<file path="src/rtl/fetch_controller_pkg.sv">
// Shared definitions for the instruction fetch controller: FSM state
// encoding, fetch constants and the fetch-address legality helper.
// Used by the fetch RTL and by the processor-level bench.
package fetch_controller_pkg;

   typedef enum logic [1:0] {
      ST_IDLE  = 2'd0,
      ST_RUN   = 2'd1,
      ST_HALT  = 2'd2,
      ST_FAULT = 2'd3
   } fetch_state_t;

   localparam int unsigned INSTR_BYTES        = 4;
   localparam logic [31:0] DEFAULT_RESET_PC   = 32'h0000_0000;
   localparam logic [31:0] DEFAULT_HALT_INSTR = 32'h0000_0000;

   // A fetch address is legal when word aligned and no higher than the
   // last whole word in instruction memory.
   function automatic logic fetch_addr_legal(input logic [31:0] addr,
                                             input logic [31:0] last_addr);
      return (addr[1:0] == 2'b00) && (addr <= last_addr);
   endfunction

endpackage

</file>
<file path="src/rtl/fetch_pc_reg.sv">
// Program counter register for the fetch controller.
// Ports:
//   clk, reset   - clock, synchronous active-high reset (pc <= RESET_PC)
//   load         - load pc from load_pc (takes priority over incr)
//   incr         - advance pc by one instruction word
//   load_pc      - candidate redirect target
//   pc           - current program counter
//   pc_in_range  - pc addresses a whole word inside instruction memory
//   load_pc_ok   - load_pc is aligned and inside instruction memory
module fetch_pc_reg
   import fetch_controller_pkg::*;
#(
   parameter logic [31:0] RESET_PC   = DEFAULT_RESET_PC,
   parameter int unsigned IMEM_BYTES = 4096
) (
   input  logic        clk,
   input  logic        reset,
   input  logic        load,
   input  logic        incr,
   input  logic [31:0] load_pc,
   output logic [31:0] pc,
   output logic        pc_in_range,
   output logic        load_pc_ok
);

   localparam logic [31:0] LAST_ADDR = 32'(IMEM_BYTES - INSTR_BYTES);

   always_ff @(posedge clk) begin
      if (reset)
         pc <= RESET_PC;
      else if (load)
         pc <= load_pc;
      else if (incr)
         pc <= pc + 32'(INSTR_BYTES);
   end

   assign pc_in_range = fetch_addr_legal(pc, LAST_ADDR);
   assign load_pc_ok  = fetch_addr_legal(load_pc, LAST_ADDR);

endmodule

</file>
<file path="src/rtl/fetch_controller.sv">
// Instruction fetch controller: owns the PC, drives the combinational
// instruction memory address and registers fetched words into IF/ID.
// Ports:
//   clk, reset          - clock, synchronous active-high reset
//   start               - pulse to leave IDLE and begin fetching
//   stall               - freeze PC and IF/ID contents
//   redirect_valid/_pc  - taken branch from EX: flush and load new PC
//   imem_addr/imem_instr- instruction memory address / returned word
//   if_valid/if_pc/if_instr - IF/ID register
//   halted              - halt word reached (sticky)
//   fault, fault_pc     - illegal fetch address seen (sticky) and its value
//   fetch_count         - number of words issued into IF/ID
module fetch_controller
   import fetch_controller_pkg::*;
#(
   parameter logic [31:0] RESET_PC   = DEFAULT_RESET_PC,
   parameter int unsigned IMEM_BYTES = 4096,
   parameter logic [31:0] HALT_INSTR = DEFAULT_HALT_INSTR
) (
   input  logic        clk,
   input  logic        reset,
   input  logic        start,
   input  logic        stall,
   input  logic        redirect_valid,
   input  logic [31:0] redirect_pc,
   output logic [31:0] imem_addr,
   input  logic [31:0] imem_instr,
   output logic        if_valid,
   output logic [31:0] if_pc,
   output logic [31:0] if_instr,
   output logic        halted,
   output logic        fault,
   output logic [31:0] fault_pc,
   output logic [31:0] fetch_count
);

   fetch_state_t state_q, state_d;

   logic [31:0] pc;
   logic        pc_in_range;
   logic        redirect_ok;
   logic        pc_load;
   logic        pc_incr;
   logic        issue;
   logic        kill;
   logic        set_halt;
   logic        set_fault;
   logic [31:0] fault_addr;

   fetch_pc_reg #(
      .RESET_PC   (RESET_PC),
      .IMEM_BYTES (IMEM_BYTES)
   ) u_pc (
      .clk         (clk),
      .reset       (reset),
      .load        (pc_load),
      .incr        (pc_incr),
      .load_pc     (redirect_pc),
      .pc          (pc),
      .pc_in_range (pc_in_range),
      .load_pc_ok  (redirect_ok)
   );

   assign imem_addr = pc;

   always_ff @(posedge clk) begin
      if (reset)
         state_q <= ST_IDLE;
      else
         state_q <= state_d;
   end

   // Priority in RUN: redirect, then stall, then halt check, range check, issue.
   always_comb begin
      state_d    = state_q;
      pc_load    = 1'b0;
      pc_incr    = 1'b0;
      issue      = 1'b0;
      kill       = 1'b0;
      set_halt   = 1'b0;
      set_fault  = 1'b0;
      fault_addr = pc;
      case (state_q)
         ST_IDLE: begin
            if (start)
               state_d = ST_RUN;
         end
         ST_RUN: begin
            if (redirect_valid) begin
               kill = 1'b1;
               if (redirect_ok) begin
                  pc_load = 1'b1;
               end else begin
                  set_fault  = 1'b1;
                  fault_addr = redirect_pc;
                  state_d    = ST_FAULT;
               end
            end else if (!stall) begin
               if (imem_instr == HALT_INSTR) begin
                  kill     = 1'b1;
                  set_halt = 1'b1;
                  state_d  = ST_HALT;
               end else if (!pc_in_range) begin
                  kill      = 1'b1;
                  set_fault = 1'b1;
                  state_d   = ST_FAULT;
               end else begin
                  issue   = 1'b1;
                  pc_incr = 1'b1;
               end
            end
         end
         default: ;
      endcase
   end

   always_ff @(posedge clk) begin
      if (reset) begin
         if_valid    <= 1'b0;
         if_pc       <= '0;
         if_instr    <= '0;
         halted      <= 1'b0;
         fault       <= 1'b0;
         fault_pc    <= '0;
         fetch_count <= '0;
      end else begin
         if (kill)
            if_valid <= 1'b0;
         if (issue) begin
            if_valid    <= 1'b1;
            if_pc       <= pc;
            if_instr    <= imem_instr;
            fetch_count <= fetch_count + 32'd1;
         end
         if (set_halt)
            halted <= 1'b1;
         if (set_fault) begin
            fault    <= 1'b1;
            fault_pc <= fault_addr;
         end
      end
   end

endmodule

</file>
<file path="config.mk">
export PLATFORM = sky130hd
export DESIGN_NAME = fetch_controller
export DESIGN_NICKNAME = d
export VERILOG_FILES = /design/src/rtl/fetch_controller_pkg.sv /design/src/rtl/fetch_pc_reg.sv /design/src/rtl/fetch_controller.sv
export SDC_FILE = /design/constraint.sdc
export NUM_CORES = 1
export LEC_CHECK = 0
export BUFFER_PORTS_ARGS = -buffer_cell sky130_fd_sc_hd__buf_2
export CAP_MARGIN = 30
export CORE_MARGIN = 2
export CORE_UTILIZATION = 47
export CTS_CLUSTER_DIAMETER = 100
export DETAILED_ROUTE_END_ITERATION = 10
export PLACE_DENSITY = 0.86
export REMOVE_ABC_BUFFERS = 1
export SLEW_MARGIN = 20
export SYNTH_ARGS = -nofsm -noshare
export SYNTH_HDL_FRONTEND = slang
export SYNTH_HIERARCHICAL = 1
export SYNTH_SLANG_ARGS = --single-unit
</file>
<file path="constraint.sdc">
create_clock -name clk -period 3.48 [get_ports clk]
set_input_delay 0.174 -clock clk [delete_from_list [all_inputs] [get_ports clk]]
set_output_delay 0.174 -clock clk [all_outputs]
set_load 0.01 [all_outputs]
</file>
* After elaboration in Yosys (flattened, before gate mapping) *
Cells that the tools add are included.
W data, S select, Z words.

operators by class
  multiply operators = 0
  bitwise logic cells = 0
  reductions and logical operators = 10
  mux-type cells = 36
  $add $sub $neg = 2
  magnitude comparators = 2
  divide/modulo/power cells = 0
  equality and inequality tests = 5
  shift operators = 0

operators by type and width
  cell                     count
  $mux W32                 5
  $le A32 B12 Y1 const B   2
  $add A32 B1 Y32 const B  1
  $add A32 B3 Y32 const B  1
  $logic_not A32 Y1        1
  $mux W1                  24
  $mux W2                  6
  $logic_not A2 Y1         3
  $ne A3 B3 Y1 const B     2
  $reduce_bool A2 Y1       3
  $reduce_and A5 Y1        1
  $ne A4 B4 Y1 const B     1
  $pmux W2 S2              1
  $eq A2 B1 Y1 const B     1
  $logic_and A1 B1 Y1      2
  $ne A2 B2 Y1 const B     1

word-level totals
  bits in registers = 165
  bits in writable memories = 0
  latch bits = 0
  ROM bits = 0
  memories = 0
  input port bits = 69
  output and inout port bits = 163

* Logic depth before layout (Yosys ltp) *
  depth in word-level cells = 9
  gate-level depth with buffers = 13
  depth with buffers taken out = 10

* Hierarchy *
Netlist, hierarchy kept.

modules (own cells, without submodules)
  module            sequential area each (sq um)  area each (sq um)  instances  cells each
  fetch_controller  2662.6                        5576.6             1          681
  fetch_pc_reg      640.6                         2011.9             1          259

* Least setup slack after synthesis *
No wires, ideal clock.

  path type = register to register
  start point = register u_pc.pc[18]
  end point = register u_pc.pc[22]
  slack = -0.067 ns
  cell stages (with the launch flop) = 13
  arrival time = 3.420 ns
  data required time = 3.353 ns
  path buffers = 3
  library setup time = 0.127 ns
  path through = dfxtp_1 > clkbuf_1 > or4_1 > nor4_1 > and2_1 > buf_4 > o21ai_1 > inv_1 > clkbuf_1 > nand4_1 > nor4_4 > a2111oi_0 > or3_1

between the ends
  longest elaborated chain between the ends = 8
  elaborated cells between the ends (all ways) = 11

RTL lines
  what                          RTL line                    text
  start: declaration            fetch_pc_reg.sv:21          output logic [31:0] pc,
  start signal: assignment      fetch_pc_reg.sv:32          pc <= load_pc;
  start signal: assignment      fetch_pc_reg.sv:34          pc <= pc + 32'(INSTR_BYTES);
  $le A32 B12 Y1                fetch_controller_pkg.sv:21  return (addr[1:0] == 2'b00) && (addr <= last_addr);
  $logic_and A1 B1 Y1           fetch_controller_pkg.sv:21
  named net pc_in_range         fetch_controller.sv:40      logic pc_in_range;
  $mux W1 (5 in a row)          -
  named net issue               fetch_controller.sv:44      logic issue;
  $reduce_bool A2 Y1 (no line)  -

The timed path passes the listed nets, and every way through them passes these cells. The select of a mux whose other input is x is not followed.
A chain may end at the register's enable or synchronous reset.

* Worst setup path after layout *
  start point = register u_pc.pc[25]
  end point = register u_pc.pc[23]

between the ends
  longest elaborated chain between the ends = 8

RTL lines
  what                          RTL line                    text
  $le A32 B12 Y1                fetch_controller_pkg.sv:21
  $logic_and A1 B1 Y1           fetch_controller_pkg.sv:21
  named net pc_in_range         fetch_controller.sv:40
  $mux W1                       fetch_controller.sv:103     end else if (!pc_in_range) begin
  $mux W1                       fetch_controller.sv:99      if (imem_instr == HALT_INSTR) begin
  $mux W1                       fetch_controller.sv:98      end else if (!stall) begin
  $mux W1                       fetch_controller.sv:89      if (redirect_valid) begin
  $mux W1                       fetch_controller.sv:83      case (state_q)
  $reduce_bool A2 Y1 (no line)  -

The timed path passes the listed nets, and every way through them passes these cells.

==> results.json <==
{
  "die_width_um": 131,
  "wl_per_cell_um": 16.9,
  "arrival_ns": 3.47,
  "coreArea_um2": 15800,
  "netlist_area_um2": 7590,
  "cts_buffer_depth": 2,
  "ys_ff_latch": 165,
  "maxClockFrequency_ghz": 0.311,
  "final-setup-viol-count": 0,
  "nNetsFinal": 1231,
  "hold_depth": 3,
  "period_minus_slack_ns": 3.21,
  "cp.required_ns": 3.74,
  "pre_cts_slack_ns": 0.252,
  "synth_edf_count": 0,
  "peakVddDrop_uv": 300,
  "cts_inserted_buffers": 17,
  "critPathLaunchType": "register",
  "synthTopCellsByArea": "dfxtp_1 (44%), a21oi_1 (9.0%), nand2_1 (8.0%)",
  "cts_tree": "built",
  "antenna_left": 0,
  "hp-class": "in -> reg",
  "vias_per_cell": 5.74,
  "dieArea_um2": 17200,
  "drt_iter0_drc": 761,
  "rsz0062_at_grt": "false",
  "worst_slack_ns": 0.269,
  "num_vias": 7977,
  "clock_latency_ns": 0.42,
  "yosys_warnings": 6,
  "hold_viol_final": 0,
  "place_area_um2": 8950,
  "grt_pass1_wl_mm": 35.8,
  "yosysMostFrequentCell": "dfxtp_1",
  "grt_max_degree": 115,
  "slew_violations": 0,
  "synthDistinctLibCells": 55,
  "die_h_um": 131,
  "path_clk_slew_ns": 0.06,
  "area_growth_pct": 27.5,
  "criticalPathCategory": "reg -> reg",
  "htreeDepth": 4,
  "p_per_area_nw_per_um2": 433,
  "p_leak_nw": 3.92,
  "antenna_found_initial": 1,
  "synth_seq_area_share_pct": 43.5,
  "min_to": "if_instr[27]",
  "cts_setup_buffers": 0,
  "reg2reg_to": "u_pc/pc[23]",
  "relSlewSlack_pct": 39.6,
  "cap_violations": 0,
  "initial_core_util_pct": 47.9,
  "synth_async_sr_flop_share_pct": 0,
  "grt.total_usage_pct": 26.2,
  "tightest_slew_ns": 0.906,
  "grt_pass1_vias": 7182,
  "synth_top_area_cell": "dfxtp_1",
  "r2r_start": "u_pc/pc[25]",
  "skew_ns": 0.00912,
  "path_max_fanout": 13,
  "drc": 0,
  "drt_first_pass_iters": 5,
  "num_rows": 46,
  "drive_gt1_share_pct": 28.9,
  "avgSynthCellArea_um2": 8.07,
  "fin_area_um2": 9670,
  "place.gp.congestion": 0.898,
  "synth_ff_type": "dfxtp_1",
  "root_buffer": "clkbuf_16",
  "routed_wl_mm": 23.5,
  "port_buffers": 231,
  "status": "complete, no violations",
  "reg2regPathDepth": 10,
  "syn_inst": 940,
  "synth_common_cells": "dfxtp_1 (165), nand2_1 (161), a21oi_1 (136)",
  "clock-sinks": 165,
  "hp-start": "imem_instr[27]",
  "cp-end-kind": "register",
  "r2r_setup_slack_ns": 0.27,
  "yosys.area.top_type_share_pct": 43.5,
  "hpwlAfterDp_mm": 15.8,
  "grt-ovfl-total": 0,
  "ioPinCount": 232,
  "period_share_pct": 92.3
}
-- worst max path at each step --
| stage | startpoint | endpoint | slack, ns | cells past startpoint |
|---|---|---|---|---|
| CTS | u_pc/pc[25] | u_pc/pc[27] | 0.24 | 10 |
| detailed placement | u_pc/pc[13] | u_pc/pc[27] | 0.25 | 10 |
| floorplan | imem_instr[6] | u_pc/pc[22] | -2.72 | 8 |
| finish | u_pc/pc[25] | u_pc/pc[23] | 0.27 | 10 |
| global placement | u_pc/pc[13] | u_pc/pc[27] | 0.39 | 10 |
| global route | u_pc/pc[25] | u_pc/pc[23] | 0.05 | 10 |
-- final cells by class --
type / count / area, um2
sequential: 165 / 3300
clock buffer: 22 / 474
tap: 216 / 270
fill: 1400 / 6160
multi-input combinational: 660 / 3860
inverter: 51 / 191
timing repair buffer: 265 / 1440
clock inverter: 8 / 125
antenna: 2 / 5.00
-- worst max-delay path, cell delays in order (launching register included) --
cell       delay [ns]
dfxtp_1          0.40
nor4_1           0.38
nand4_1          0.20
nor4_2           0.23
and2_1           0.24
o21ai_4          0.08
inv_2            0.09
nand3_1          0.19
or3_4            0.48
o31a_1           0.32
a2111oi_0        0.44
-- placed cells by master, fill, tap and decap left out, types with 3 or more instances in the layout --
master           n
nand3_1         22
dfxtp_1        165
buf_2          230
a21oi_1        136
o211ai_1         4
xnor2_1         11
or3_1           22
and3_1           6
and2_1           6
o2111ai_1        4
bufinv_16        3
o21ai_0         26
a311oi_1         6
buf_4           23
a2111oi_0        4
nor3_1           9
nor4_1          24
clkbuf_8         3
mux2i_1          3
nor2b_1          5
clkbuf_16       17
nor2_1          45
xor2_1           7
o31a_1           3
dlygate4sd3_1   10
nand2_1        161
a211oi_1        44
and4_1           4
o31ai_1          8
mux2_2          32
nor3b_1          3
inv_1           50
nand4_1         23
or4_1            9
-- metal layers --
| metal | track usage, % | part of all wire, % | wire length, um |
|---|---|---|---|
| met5 | 0 | 0 | 0 |
| met3 | 7.26 | 9.3 | 2190 |
| met2 | 42.8 | 48 | 11200 |
| met4 | 12.7 | 3.1 | 727 |
| met1 | 31.9 | 40 | 9350 |
-- stage by stage --
step | hold WS, ns | power [mW] | util [%] | instances | setup TNS [ns]
finish | 0.0132 | 4.19 | 61.1 | 1389 | 0
global route | 0.00722 | 4.33 | 61.1 | 1388 | 0
CTS | 0.000652 | 4.21 | 61.0 | 1386 | 0
detailed placement | 0.424 | 2.28 | 56.6 | 1346 | 0
global placement | 0.423 | 2.28 | 56.6 | 1346 | 0
floorplan | 0.243 | 2.12 | - | 876 | -193.48
-- state kept, by name, summed over array words and instances, names as in the netlist --
name and cells:
fault 1, halted 1, fault_pc 32, if_valid 1
fetch_count 32, if_instr 32, if_pc 32, u_pc/pc 32
state_q 2
-- power breakdown --
part | total [mW] | switching (mW) | internal (mW)
logic | 0.304 | 0.182 | 0.122
registers | 1.95 | 0.0220 | 1.93
clock network | 1.93 | 0.752 | 1.18
-- cells by family (layout without fill, tap and decap cells) --
| group | Yosys count | after routing | share of synthesized area [%] |
|---|---|---|---|
| simple gates | 360 | 360 | 23.7 |
| compound gates | 245 | 245 | 19.2 |
| flops | 165 | 165 | 43.5 |
| buf+inv | 115 | 346 | 6.03 |
| mux | 35 | 35 | 5.14 |
| xor+xnor | 18 | 18 | 2.08 |
| fa+ha+maj | 2 | 2 | 0.330 |
| other cells | 0 | 2 | 0 |
-- repair_timing --
| item | CTS | global route |
|---|---|---|
| hold buffers | 10 | 0 |
| endpoints found under the setup margin | 0 | 7 |
| resized for setup | 0 | 2 |
| hold endpoints to repair | 10 | 0 |
Power figures use the tool's default switching activity.
